## src/rtl/mp_add_seq.sv

```systemverilog
// Word-serial multi-precision adder: streams WORDS x 64-bit operand words LSW first
// through one shared add-one carry-select adder and chains the carry between beats.

module a1csah64 (
  input  logic [63:0] a,
  input  logic [63:0] b,
  input  logic        cin,
  output logic [63:0] s,
  output logic        gen,
  output logic        prop
);
  logic [64:0] sum0_s;
  logic [63:0] sum1_s;

  // Both candidate sums are formed up front; cin only picks one of them.
  always_comb begin
    sum0_s = {1'b0, a} + {1'b0, b};
    sum1_s = sum0_s[63:0] + 64'd1;
    gen    = sum0_s[64];
    prop   = &(a ^ b);
    if (cin) begin
      s = sum1_s;
    end else begin
      s = sum0_s[63:0];
    end
  end
endmodule

module mp_add_seq #(
  parameter int WORDS = 4,
  parameter int CW    = 4
) (
  input  logic          clk,
  input  logic          rst_n,
  input  logic          abort,
  input  logic          in_valid,
  output logic          in_ready,
  input  logic [63:0]   in_a,
  input  logic [63:0]   in_b,
  input  logic          in_cin,
  output logic          out_valid,
  input  logic          out_ready,
  output logic [63:0]   out_s,
  output logic [CW-1:0] out_idx,
  output logic          out_last,
  output logic          out_cout,
  output logic          busy
);
  localparam logic [CW-1:0] LAST_IDX = CW'(WORDS - 1);

  logic [CW-1:0] idx_r;
  logic          cy_r;
  logic          adder_cin_s;
  logic [63:0]   sum_s;
  logic          gen_s;
  logic          prop_s;
  logic          c_next_s;
  logic          last_s;
  logic          accept_s;

  // Carry source selection, handshake and beat bookkeeping.
  always_comb begin
    if (idx_r == {CW{1'b0}}) begin
      adder_cin_s = in_cin;
    end else begin
      adder_cin_s = cy_r;
    end
    c_next_s = gen_s | (prop_s & adder_cin_s);
    last_s   = (idx_r == LAST_IDX);
    in_ready = ~abort & (~out_valid | out_ready);
    accept_s = in_valid & in_ready;
    busy     = (idx_r != {CW{1'b0}});
  end

  a1csah64 u_add (
    .a    (in_a),
    .b    (in_b),
    .cin  (adder_cin_s),
    .s    (sum_s),
    .gen  (gen_s),
    .prop (prop_s)
  );

  // Beat counter, inter-beat carry and the one-entry output register.
  always_ff @(posedge clk) begin
    if (!rst_n) begin
      idx_r     <= {CW{1'b0}};
      cy_r      <= 1'b0;
      out_valid <= 1'b0;
      out_s     <= 64'd0;
      out_idx   <= {CW{1'b0}};
      out_last  <= 1'b0;
      out_cout  <= 1'b0;
    end else if (accept_s) begin
      out_valid <= 1'b1;
      out_s     <= sum_s;
      out_idx   <= idx_r;
      out_last  <= last_s;
      out_cout  <= last_s ? c_next_s : 1'b0;
      // Wrapping clears the carry so nothing leaks into the next transaction.
      if (last_s) begin
        idx_r <= {CW{1'b0}};
        cy_r  <= 1'b0;
      end else begin
        idx_r <= idx_r + {{(CW-1){1'b0}}, 1'b1};
        cy_r  <= c_next_s;
      end
    end else begin
      if (out_valid && out_ready) begin
        out_valid <= 1'b0;
      end
      if (abort) begin
        idx_r <= {CW{1'b0}};
        cy_r  <= 1'b0;
      end
    end
  end
endmodule

```

## config.mk

```make
export PLATFORM = sky130hd
export DESIGN_NAME = mp_add_seq
export DESIGN_NICKNAME = d
export VERILOG_FILES = /design/src/rtl/mp_add_seq.sv
export SDC_FILE = /design/constraint.sdc
export NUM_CORES = 1
export LEC_CHECK = 0
export ABC_CLOCK_PERIOD_IN_PS = 4050
export BUFFER_PORTS_ARGS = -buffer_cell sky130_fd_sc_hd__buf_2
export CORE_MARGIN = 1.5
export CORE_UTILIZATION = 51
export DETAILED_ROUTE_END_ITERATION = 16
export PLACE_DENSITY = 0.79
export SYNTH_ARGS = -nofsm -noshare
export SYNTH_HDL_FRONTEND = slang
export SYNTH_SLANG_ARGS = --single-unit
```

## constraint.sdc

```tcl
create_clock -name clk -period 4.05 [get_ports clk]
set_input_delay 0.405 -clock clk [delete_from_list [all_inputs] [get_ports clk]]
set_output_delay 0.405 -clock clk [all_outputs]
set_load 0.01 [all_outputs]
```

* Word-level counts from Yosys, hierarchy flattened
Index checks and enable logic that the tools add are counted.
** Operators by class
- Reductions and logical operators :: 6
- Equality and inequality tests :: 1
- Bitwise gates (word level) :: 8
- Multiplexer cells :: 11
- Add/subtract/negate cells :: 3
** Operators with widths (count)
- 64-bit by 64-bit adder with 65-bit output :: 1
- 64-bit by 1-bit adder with 64-bit output (second input constant) :: 1
- 64-bit two-way mux :: 1
- 64-bit AND reduction :: 1
- 64-bit XOR :: 1
- 4-bit two-way mux :: 3
- 1-bit two-way mux :: 7
- 4-bit by 1-bit adder with 4-bit output (second input constant) :: 1
- 4-bit by 2-bit equality test with 1-bit output (second input constant) :: 1
- 4-bit logical NOT :: 1
- 2-bit nonzero test :: 2
- 4-bit nonzero test :: 1
- 1-bit AND :: 3
- 1-bit inverter :: 2
- 1-bit bitwise OR :: 2
- 1-bit logical AND :: 1
** Storage, ports and cells
- Output and inout bits :: 73
- Bits of input ports :: 134
- Logic and storage cells :: 36
- Flip-flop bits (word level) :: 76

* Logic depth before layout (Yosys ltp)
Gate-level depths: netlist of run 1.
- Depth in word-level cells :: 6
- Mapped depth :: 16
- Gate-level depth less buffers :: 15

* Modules after synthesis
A second synthesis of run 1 with hierarchy kept.
** Second synthesis, totals
- Cell total of the unflattened synthesis :: 1300
- Area, all modules :: 9367.7 µm²
** Modules (own cells, without submodules)
- a1csah64 :: instances 1, seq. area each 0.0 µm², cells an instance 954, area an instance 6353.6 µm²
- mp_add_seq :: instances 1, seq. area each 1521.5 µm², cells an instance 346, area an instance 3014.1 µm²

* Least setup slack after synthesis of run 1
No wires, ideal clock.
- Path type :: input-to-reg
- From :: in in_a[0]
- To :: reg out_s[58]
- Stages :: 15
- Data required time :: 3.976 ns
- Setup time :: 0.074 ns
- Buffers on the path :: 1
- Data arrival time :: 4.139 ns
- Path slack :: -0.163 ns
- Path through :: ha_1 -> inv_1 -> fa_1 -> nand2b_1 -> a211o_1 -> a31oi_2 -> o2111ai_1 -> or3b_1 -> or3b_1 -> nor3_2 -> nand4_2 -> or3_1 -> buf_2 -> or4_1 -> a31oi_1
** Between the ends
- Cells in the longest elaborated chain, start to end :: 3
** RTL lines
- start: declaration :: line 38 : input logic [63:0] in_a,
- 64-bit by 64-bit adder with 65-bit output * :: line 17 : sum0_s = {1'b0, a} + {1'b0, b};
- 64-bit by 1-bit adder with 64-bit output :: line 18 : sum1_s = sum0_s[63:0] + 64'd1;
- 64-bit two-way mux * :: line 21 : if (cin) begin
- end signal: assignment :: line 96 : out_s <= sum_s;
- end: declaration :: line 43 : output logic [63:0] out_s,
Every way passes the cells marked *; elsewhere a longest branch is shown, timed or not.
A chain may end at the register's enable or synchronous reset.

* Worst setup path in the final report of run 1
- From :: in in_a[0]
- To :: reg out_s[52]
The elaborated chain is that of the path after synthesis.

==> results.md, run 1 <==
- Slew Limit Fails: 0
- Dpl cell area: about 12000 um^2
- Via count: about 12000
- Crit-path max cell delay: roughly 0.57 ns
- Least-Margin Pin Slew: roughly 0.9 ns
- Synth cell types: 90
- Max Fanout on Critical Path: 4
- Core Util, Final: 72.41%
- Final Worst Setup Slack: 0.07868 ns
- Post-synth EDFFs: 0
- Routed WL per cell: ~17 um
- Max Cap Viol: 0
- Flops & latches, synth: 76
- Status: completed
- Cell area after layout: about 13000 um^2
- R2R depth: 13
- Worst R2R Start: idx_r[0]
- Fin crit share: about 98%
- FFs w/ async S/R, synth: 0%
- HP Class: in2reg
- Clock tree buffer depth: 2
- Hold_buf cts: 0
- Final setup viols: 0
- Syn_nets: approximately 1500
- Lkg Pwr: approximately 0.0055 uW
- Clock slew at reported path FFs: 0.06 ns
- Mapped Area: between 9000 and 10000 um^2
- Die Y: 136.2 um
- Setup Skew: 0.006085 ns
- YS warnings: 0
- Top FF cell, synth: dfxtp_1
- Hold endpoint: idx_r[1]
- Crit path time final: 3.971 ns
- Post-Place Setup Slack: -0.2603 ns
- Reg-to-reg slack, setup: 0.25 ns
- GPL Wtd Cong: around 0.99
- Final wirelength: approximately 32000 um
- DRT Pass-1 Iters: 6
- HP Start: in_valid
- First-pass GRT wire length: around 50000 um
- Overall routing resource usage: between 30% and 40%
- Startpoint types: input port
- Placed Instances: ~1900
- CP most frequent cell: buf_4
- Gr ovfl total: 0
- Antenna violations before repair: 0
- Layout cells sized above 1: 32.00%
- Worst IR Drop VDD: 0.0003082 V
- H-tree lvl count: 3
- Number of CTS-inserted buffers: 9
- Unrepaired setup endpoints after global routing: true
- RR Endpoint: out_s[59]
- WS Path Type: in2reg
- Inserted Diodes: 0
- Die W: 136.2 um
- Initial Util: 52.32%
- Slowest cell on crit path: or4_1
- Nature of the critical path endpoint: register
- Iteration-0 DRC Markers: between 1000 and 1500
- Count leader, synth: nor2_1
- Largest net degree at the start of global routing: between 70 and 80
- Root Buffer: clkbuf_16
- DP HPWL: ~26000 um
- Fmax: about 0.25 GHz
- Largest cells by area after synthesis: dfxtp_1 17%, ha_1 9.3%, a21oi_1 6.1%
- Post-synth top cells: 138 x nor2_1, 125 x nand2_1, 111 x a21oi_1
- # DRC: 0
- Slew HR: 38.91%
- Final Hold Viols: 0
- Post-Layout Cell Count: between 1500 and 2000
- Worst Path Arrival: between 4 and 5 ns
- Worst path top cell family by delay: simple AND/OR/NAND/NOR gates
- WHS Path Cells: 3
- Share of the synthesized area in the top cell type: between 10% and 20%
- Vias per inst: around 6.1
- Die area: 18550 um^2
- Req. time, crit path: approximately 4.2 ns
- Pwr/cell area: between 200 and 300 nW/um^2
- Synth-to-layout area growth: 38.39%
- CTS tree: done
- Filler Cells Inserted: between 1000 and 1500
- CP Cell Sequence: buf_2 > ha_4 > inv_1 > fa_2 > nand2b_4 > a211o_1 > a21oi_2 > buf_4 > or2_1 > xor2_2 > nand4_1 > or4_1 > nand4b_1 > buf_4 > nor4_1 > xnor2_1 > a21oi_1
- Syn Inst Count: around 1300
- Seq/Total Area, Yosys: between 10% and 20%
- Antenna viol nets, final: 0
- Ports: roughly 210
- Vias in the first global route: between 10000 and 15000
- Row cnt: between 40 and 50
- PortBufs: 206
- Layout Nets: between 1500 and 2000
- Worst-Skew Late Latency: approximately 0.34 ns
- Post-synth top area cell: dfxtp_1
- Clock Sinks: 76
- Core area: ~17000 um^2
- WP buf/inv: 4
- Syn Area/Cell: roughly 7.1 um^2
## per-stage QoR
| stage | setup TNS [ns] | power [uW] | hold WS [ns] |
|---|---|---|---|
| after global placement | -1.359 | 2710 | 0.4408 |
| after global routing | -0.03198 | 3840 | 0.3607 |
| after detailed placement | -3.573 | 2747 | 0.4433 |
| final | 0 | 3643 | 0.3618 |
| after floorplan | -0.1581 | 1907 | 0.4732 |
| after CTS | 0 | 3592 | 0.3473 |
## kinds of logic after synthesis
kind of cell / after synthesis / synth area share [%]
and+or+nand+nor: 548 / 31.04
xor gates and xnor gates: 88 / 8.517
AOI/OAI and AO/OA: 398 / 29.19
adders and majority gates: 68 / 9.484
muxes: 7 / 0.8019
buffers and inverters: 90 / 4.161
DFF: 76 / 16.81
## cell type report
| cell class | count | area [um^2] | area share (%) |
|---|---|---|---|
| clock buffer | 13 | 280.3 | 2.238 |
| clock inverter | 3 | 42.54 | 0.3397 |
| inverter | 23 | 86.33 | 0.6893 |
| multi-input combinational | 1109 | 7287 | 58.18 |
| sequential | 76 | 1521 | 12.15 |
| tap | 225 | 281.5 | 2.248 |
| timing repair buffer | 470 | 3025 | 24.16 |
## power by group
| part | total (uW) | internal [uW] | switching, uW |
|---|---|---|---|
| Combinational | 1970 | 893 | 1070 |
| Clock | 846 | 543 | 302 |
| Sequential | 833 | 801 | 31.6 |
| Total | 3640 | 2240 | 1410 |
## layer usage
metal  wire [um]  part of all wire [%]  vias to the layer above  GRT usage, %
met1       14360                    45                     5312         46.56
met2       14030                    44                      592         53.31
met3        2719                   8.6                       61         3.915
li1            -                     -                     5647             -
met5           0                     0                        -             0
met4         678                   2.1                        0         9.161
## repair_timing
item,CTS,global route
gates resized for setup,0,13
buffers inserted,0,1
setup endpoints to repair,0,20
## registers in the layout, summed over array words and instances (netlist names)
register	flops
cy_r	1
idx_r	4
out_cout	1
out_idx	4
out_last	1
out_s	64
out_valid	1
## worst min-delay path, cell delays in order
cell and delay [ns]:
buf_2 0.12, nand3_1 0.07, a21oi_1 0.05
## how the worst max path moves through the flow
stage / from / endpoint / slack, ns / depth (start not counted)
after floorplan: in_a[0] / out_s[62] / -0.04 / 15
after global placement: in_a[0] / out_s[59] / -0.16 / 15
after detailed placement: in_a[0] / out_s[59] / -0.26 / 15
after CTS: in_a[0] / out_s[59] / 0.08 / 15
after global routing: in_a[1] / out_s[52] / -0.02 / 18
final: in_a[0] / out_s[52] / 0.08 / 17
## placed cells by master (no fill, tap or decap), types with 10 or more instances in the layout
master	count
nand3_1	49
or3_1	16
and3_1	14
and2_1	11
a211oi_1	41
o31ai_1	11
or4_1	14
buf_4	263
nand2_1	125
dfxtp_1	76
xnor2_1	55
o21ai_0	72
ha_1	66
o21a_1	12
nand4_1	51
nor2_1	137
nor4_1	12
buf_2	206
o21ai_1	10
inv_1	22
a21oi_1	110
o211ai_1	11
nor3_1	48
a21o_1	30
a31oi_1	20
xor2_1	31
Power figures use the tool's default switching activity.
==> run 2, diff against run 1 <==
--- a/config.mk
+++ b/config.mk
@@ -13,4 +13,5 @@
 export PLACE_DENSITY = 0.79
 export SYNTH_ARGS = -nofsm -noshare
 export SYNTH_HDL_FRONTEND = slang
+export SYNTH_HIERARCHICAL = 1
 export SYNTH_SLANG_ARGS = --single-unit
==> results.md, run 2 <==
- Max Fanout on Critical Path: 6 (+2)
- Nature of the critical path endpoint: register
- Worst-Skew Late Latency: 0.33 ns (about the same)
- Initial Util: 52.15% (-0.17 points)
- Top FF cell, synth: dfxtp_1
- Unrepaired setup endpoints after global routing: true
- Worst R2R Start: idx_r[0]
- Slowest cell on crit path: or4_4
- Final Worst Setup Slack: 0.1252 ns (+0.04657 ns)
- Layout Nets: 1877 (-0.74%)
- Slew HR: 31.71% (-7.2 points)
- Die Y: 138.5 um (+1.7%)
- Worst IR Drop VDD: 0.0003750 V (+22%)
- Status: completed
- Die W: 138.5 um (+1.7%)
- Fmax: 0.2548 GHz (+1.2%)
- First-pass GRT wire length: 50630 um (+1.2%)
- Comb pwr share: 53.8% (about the same)
- H-tree lvl count: 3 (unchanged)
- Sw power: 1327 uW (-5.6%)
- Die area: 19190 um^2 (+3.4%)
- Post-synth EDFFs: 0 (unchanged)
- Post-synth top area cell: dfxtp_1
- Worst path top cell family by delay: simple AND/OR/NAND/NOR gates
- Antenna viol nets, final: 0 (unchanged)
- Sw frac: 38.82% (+0.21 points)
- Commonest cells after routing, fill and taps aside: 261 x nand2_1, 219 x buf_4, 206 x buf_2
- Post-Place Setup Slack: -0.1697 ns (+0.09057 ns)
- Setup Skew: 0.005717 ns (-0.0003683 ns)
- Syn_nets: 1502 (+1.7%)
- Internal power: 2092 uW (-6.5%)
- Syn Inst Count: 1300 (+2.0%)
- Hold endpoint: out_idx[2]
- Core area: 17960 um^2 (+3.9%)
- Power share of the clock group: 22.0% (-1.2 points)
- Pwr/cell area: 276.7 nW/um^2 (-4.9%)
- Slew Limit Fails: 0 (unchanged)
- Iteration-0 DRC Markers: 1042 (-6.5%)
- Count leader, synth: nand2_1
- FFs w/ async S/R, synth: 0% (unchanged)
- DRT Pass-1 Iters: 6 (unchanged)
- Crit path time final: 3.925 ns (-0.04657 ns)
- # DRC: 0 (unchanged)
- Req. time, crit path: 4.31 ns (+0.08 ns)
- WP buf/inv: 2 (-2)
- Clock Sinks: 76 (unchanged)
- CP Cell Sequence: buf_2 > ha_1 > a21oi_1 > o22ai_2 > o211ai_1 > nand2_1 > a21oi_1 > xor2_1 > or4_4 > or3_4 > nor4_4 > buf_4 > nand4_1 > xnor2_1 > nand2_1 > a21boi_1
- Top reg by flops: out_s
- Seq/Total Area, Yosys: 16.24% (-0.57 points)
- Gr ovfl total: 0 (unchanged)
- Antenna violations before repair: 0 (unchanged)
- Fin crit share: 96.91% (-1.1 points)
- Final setup viols: 0 (unchanged)
- Synth-to-layout area growth: 31.91%
- Syn Area/Cell: 7.206 um^2 (+1.5%)
- Hold Worst Slack: 0.4486 ns (+0.08676 ns)
- Startpoint types: input port
- Vias in the first global route: 10240 (-2.1%)
- Postcts setup bufs: 0 (unchanged)
- Least-Margin Pin Slew: 1.024 ns (+0.1103 ns)
- Max Cap Viol: 0 (unchanged)
- Clock slew at reported path FFs: 0.05 ns (about the same)
- Pwr Total: 3419 uW (-6.1%)
- Max reg flops: 64 (unchanged)
- Part of the power in registers: 24.1% (+1.2 points)
- Crit-path max cell delay: 0.62 ns (+0.05 ns)
- RR Endpoint: out_s[58]
- R2R depth: 16 (+3)
- Via count: 11070 (-4.7%)
- PortBufs: 206 (unchanged)
- Placed Instances: 1893 (-0.47%)
- Inserted Diodes: 0 (unchanged)
- Reg-to-reg slack, setup: 0.24 ns (about the same)
- WHS Path Cells: 2 (-1)
- WS Path Type: in2reg
- Post-synth top cells: 261 x nand2_1, 95 x a21oi_1, 91 x nor2_1
- Mapped Area: 9368 um^2 (+3.5%)
- Largest net degree at the start of global routing: 76 (-3.8%)
- Commonest non-fill, non-tap cell in the layout: nand2_1
- DP HPWL: 26160 um (-0.78%)
- Final wirelength: 31340 um (-1.4%)
- Worst Path Arrival: 4.19 ns (+0.04 ns)
- Clock tree buffer depth: 2 (unchanged)
- Lkg Pwr: 0.005528 uW (+0.28%)
- Ports: 207 (unchanged)
- HP Class: reg2reg
- Largest cells by area after synthesis: dfxtp_1 16%, nand2_1 10%, ha_1 8.9%
- Row cnt: 49 (+2.1%)
- Synth cell types: 91 (+1.1%)
- Share of the synthesized area in the top cell type: 16.24% (-0.57 points)
- Vias per inst: 5.805 (-4.1%)
- Layout cells sized above 1: 30.75% (-1.2 points)
- GPL Wtd Cong: 1.018 (+2.4%)
- CTS tree: done
- Root Buffer: clkbuf_16
- Flops & latches, synth: 76 (unchanged)
- Overall routing resource usage: 31.61% (-1.5 points)
- Final Hold Viols: 0 (unchanged)
- Post-Layout Cell Count: 1907 (-0.63%)
- Regs by FF count: out_s: 64 flops, idx_r: 4 flops, out_idx: 4 flops
- YS warnings: 6 (+6)
- Routed WL per cell: 16.44 um (-0.79%)
- HP Start: out_idx[2]
- Number of CTS-inserted buffers: 9 (unchanged)
- Filler Cells Inserted: 1504 (+7.1%)
[run 2: cell count changes after synthesis, moves of 17 or more]
cell,before,now
o21ai_0,73,48
a21boi_1,2,71
a211oi_1,42,10
nor2_1,138,91
nand2_1,125,261
clkbuf_1,41,24
nor3_1,49,32
[run 2: power groups by stage]
stage          sequential [uW]  clock [uW]  combinational [uW]
6_report                   826         753                1840
5_1_grt                    831         792                1990
4_1_cts                    825         760                1790
3_5_place_dp               840           0                1780
3_3_place_gp               838           0                1760
2_1_floorplan              860           0                1010
[run 2: worst max-delay path by stage]
stage | cells past startpoint | startpoint | to | slack [ns]
after floorplan | 15 | in_a[0] | out_s[58] | 0.26
after global placement | 17 | in_a[16] | out_s[63] | -0.07
after detailed placement | 18 | in_a[0] | out_s[62] | -0.17
after CTS | 18 | in_a[0] | out_s[62] | 0.16
after global routing | 19 | in_a[16] | out_s[63] | -0.02
final | 16 | in_a[1] | out_s[58] | 0.13
[run 2: what timing repair did]
item,in CTS,in global routing
gates resized for setup,0,17
hold buffers,0,0
setup endpoints to repair,0,16
[run 2: routing by layer]
metal / part of all wire, % / GRT usage [%] / wire length (um)
met3: 6.4 / 2.383 / 2008
met5: 0 / 0 / 0
met2: 45 / 50.98 / 14050
met4: 2.0 / 9.363 / 633
met1: 47 / 45.13 / 14650
[run 2: final cells by class]
type,instances,area (um^2),area share (%)
repair buffers,425,2675,21.65
clock inverters,3,40.04,0.3240
clock buffers,11,232.7,1.883
inverters,25,93.84,0.7594
flip-flops and latches,76,1521,12.31
multi-input cells,1138,7507,60.75
well taps,229,286.5,2.319
[run 2: tightest hold or removal path, stage by stage (launching register included)]
cell	delay, ns
dfxtp_1	0.30
nand2_1	0.05
a21boi_1	0.05
[run 2: kinds of logic after synthesis]
kind of cell | synth area share (%)
DFF | 16.24
AOI/OAI and AO/OA | 26.11
xor gates and xnor gates | 9.229
buffers and inverters | 4.648
adders and majority gates | 9.163
and+or+nand+nor | 33.27
muxes | 1.336
[run 2: through the flow]
stage               setup TNS (ns)  util (%)  instance area (um^2)
finish                           0     68.79                 12360
global route              -0.02769     68.79                 12360
CTS                              0     68.29                 12270
detailed placement          -1.356     66.77                 11990
global placement           -0.4807     66.77                 11990
floorplan                        0         -                  9368
==> run 3, diff against run 2 <==
--- a/config.mk
+++ b/config.mk
@@ -7,10 +7,13 @@
 export LEC_CHECK = 0
 export ABC_CLOCK_PERIOD_IN_PS = 4050
 export BUFFER_PORTS_ARGS = -buffer_cell sky130_fd_sc_hd__buf_2
+export CELL_PAD_IN_SITES_DETAIL_PLACEMENT = 1
+export CELL_PAD_IN_SITES_GLOBAL_PLACEMENT = 1
 export CORE_MARGIN = 1.5
-export CORE_UTILIZATION = 51
+export CORE_UTILIZATION = 36
+export CTS_CLUSTER_SIZE = 25
 export DETAILED_ROUTE_END_ITERATION = 16
-export PLACE_DENSITY = 0.79
+export PLACE_DENSITY_LB_ADDON = 0.1
 export SYNTH_ARGS = -nofsm -noshare
 export SYNTH_HDL_FRONTEND = slang
 export SYNTH_HIERARCHICAL = 1
==> results.md, run 3 (synthesis gave the netlist of run 2 again) <==
- Status: completed
- Clock Sinks: 76 (unchanged)
- Worst-Skew Late Latency: 0.34 ns (about the same)
- Commonest non-fill, non-tap cell in the layout: buf_4
- Unrepaired setup endpoints after global routing: true
- CP most frequent cell: or4_4
- Fmax: 0.2552 GHz (+0.14%)
- Synth-to-layout area growth: 39.38%
- Final wirelength: 37700 um (+20%)
- Filler Cells Inserted: 3311 (+120%)
- Slew HR: 22.17% (-9.5 points)
- Row cnt: 58 (+18%)
- Inserted Diodes: 0 (unchanged)
- Core area: 25330 um^2 (+41%)
- Hold Worst Slack: 0.4494 ns (+0.0007420 ns)
- Die area: 27000 um^2 (+41%)
- Slew Limit Fails: 0 (unchanged)
- Clock tree buffer depth: 2 (unchanged)
- Setup TNS: 0 ns (unchanged)
- Root Buffer: clkbuf_16
- Iteration-0 DRC Markers: 527 (-49%)
- Sw frac: 38.48% (-0.34 points)
- Antenna violations before repair: 0 (unchanged)
- Initial Util: 36.99% (-15 points)
- Internal power: 2301 uW (+10%)
- Post-Place Setup Slack: -0.3025 ns (-0.1328 ns)
- Gr ovfl total: 0 (unchanged)
- Largest net degree at the start of global routing: 76 (unchanged)
- Routed WL per cell: 18.26 um (+11%)
- Post-Layout Cell Count: 2065 (+8.3%)
- Crit-path max cell delay: 0.60 ns (-0.02 ns)
- Final Hold Viols: 0 (unchanged)
- Placed Instances: 2041 (+7.8%)
- PortBufs: 206 (unchanged)
- Least-Margin Pin Slew: 1.167 ns (+0.1430 ns)
- Setup Skew: 0.008157 ns (+0.002440 ns)
- Worst IR Drop VDD: 0.0002127 V (-43%)
- Comb pwr share: 52.5% (-1.3 points)
- Antenna viol nets, final: 0 (unchanged)
- Overall routing resource usage: 27.66% (-4.0 points)
- Regs by FF count: out_s: 64 flops, idx_r: 4 flops, out_idx: 4 flops
- Final setup viols: 0 (unchanged)
- Storage element area: 1521 um^2 (unchanged)
- Top reg by flops: out_s
- CTS tree: done
- H-tree lvl count: 3 (unchanged)
- Core Util, Final: 51.55% (-17 points)
- CP Cell Sequence: buf_2 > ha_4 > inv_2 > fa_2 > nor2b_4 > o31a_4 > buf_4 > o21a_4 > o31a_1 > o21ai_2 > nand4_1 > or4_4 > or4_4 > nor4_2 > xor2_1 > nand2_1 > a21boi_1
- Number of CTS-inserted buffers: 9 (unchanged)
- Via count: 11360 (+2.6%)
- Clock slew at reported path FFs: 0.06 ns (about the same)
- Final Worst Setup Slack: 0.1309 ns (+0.005641 ns)
- Vias per inst: 5.499 (-5.3%)
- WS Path Type: in2reg
- Max Fanout on Critical Path: 6 (unchanged)
- Vias in the first global route: 11340 (+11%)
- Crit path time final: 3.919 ns (-0.005641 ns)
- Pwr/cell area: 286.4 nW/um^2 (+3.5%)
- WHS Path Cells: 2 (unchanged)
- Multi-input logic area: 7597 um^2 (+1.2%)
- Startpoint types: input port
- Power share of the clock group: 25.4% (+3.4 points)
- # DRC: 0 (unchanged)
- Worst Path Arrival: 4.19 ns (about the same)
- First-pass GRT wire length: 59520 um (+18%)
- Layout cells sized above 1: 34.06% (+3.3 points)
- Max reg flops: 64 (unchanged)
- Sw power: 1439 uW (+8.4%)
- DRT Pass-1 Iters: 5 (-1)
- Part of the power in registers: 22.1% (-2.0 points)
- Fin crit share: 96.77% (-0.14 points)
- R2R depth: 17 (+1)
- HP Class: reg2reg
- GPL Wtd Cong: 0.9282 (-8.8%)
- Die W: 164.3 um (+19%)
- Layout Nets: 1932 (+2.9%)
- Ports: 207 (unchanged)
- Max Cap Viol: 0 (unchanged)
- DP HPWL: 31420 um (+20%)
- Nature of the critical path endpoint: register
- Slowest cell on crit path: or4_4
- Die Y: 164.3 um (+19%)
- Commonest cells after routing, fill and taps aside: 273 x buf_4, 261 x nand2_1, 206 x buf_2
- Lkg Pwr: 0.005848 uW (+5.8%)
- Req. time, crit path: 4.32 ns (about the same)
[run 3: metrics by stage]
| stage | cell area, um^2 | total power, uW |
|---|---|---|
| 6_report | 13060 | 3740 |
| 5_1_grt | 13060 | 3964 |
| 4_1_cts | 12820 | 3700 |
| 3_5_place_dp | 12470 | 2736 |
| 3_3_place_gp | 12470 | 2692 |
| 2_1_floorplan | 9368 | 1872 |
[run 3: critical path, delay by kind of cell]
family | cells | cell delay, ns
buffers and inverters | 3 | 0.32
adder cells (fa/ha/maj) | 2 | 0.38
AO/OA/AOI/OAI | 5 | 1.15
AND/OR/NAND/NOR | 6 | 1.67
XOR/XNOR | 1 | 0.24
[run 3: power groups by stage]
stage	clock [uW]	sequential [uW]	combinational, uW
floorplan	0	860	1010
global placement	0	840	1850
detailed placement	0	842	1890
CTS	967	826	1910
global route	994	831	2140
finish	951	825	1960
[run 3: timing repair]
item,4_1_cts,5_1_grt
setup buffers,0,7
hold endpoints to repair,0,0
endpoints found under the setup margin,0,22
gates resized for setup,0,37
hold buffers,0,0
[run 3: metal layers]
| layer | up-vias | track usage [%] | part of all wire [%] |
|---|---|---|---|
| li1 | 5568 | - | - |
| met1 | 5485 | 37.21 | 47 |
| met2 | 265 | 47.68 | 48 |
| met3 | 38 | 2.146 | 3.9 |
| met4 | 0 | 6.529 | 1.5 |
| met5 | - | 0 | 0 |
[run 3: cell type report]
type | count | area share [%]
Multi-Input combinational cell | 1139 | 58.19
Timing Repair Buffer | 479 | 23.59
Sequential cell | 76 | 11.65
Tap cell | 330 | 3.162
Clock buffer | 10 | 1.830
Clock inverter | 6 | 0.8529
Inverter | 25 | 0.7187
[run 3: final timing paths]
path | from | to | slack (ns)
setup / recovery | in_a[0] | out_s[39] | 0.13
hold / removal | out_s[30] | out_s[30] | 0.45
setup reg to reg | idx_r[0] | out_s[58] | 0.32
hold reg to reg | out_s[30] | out_s[30] | 0.45
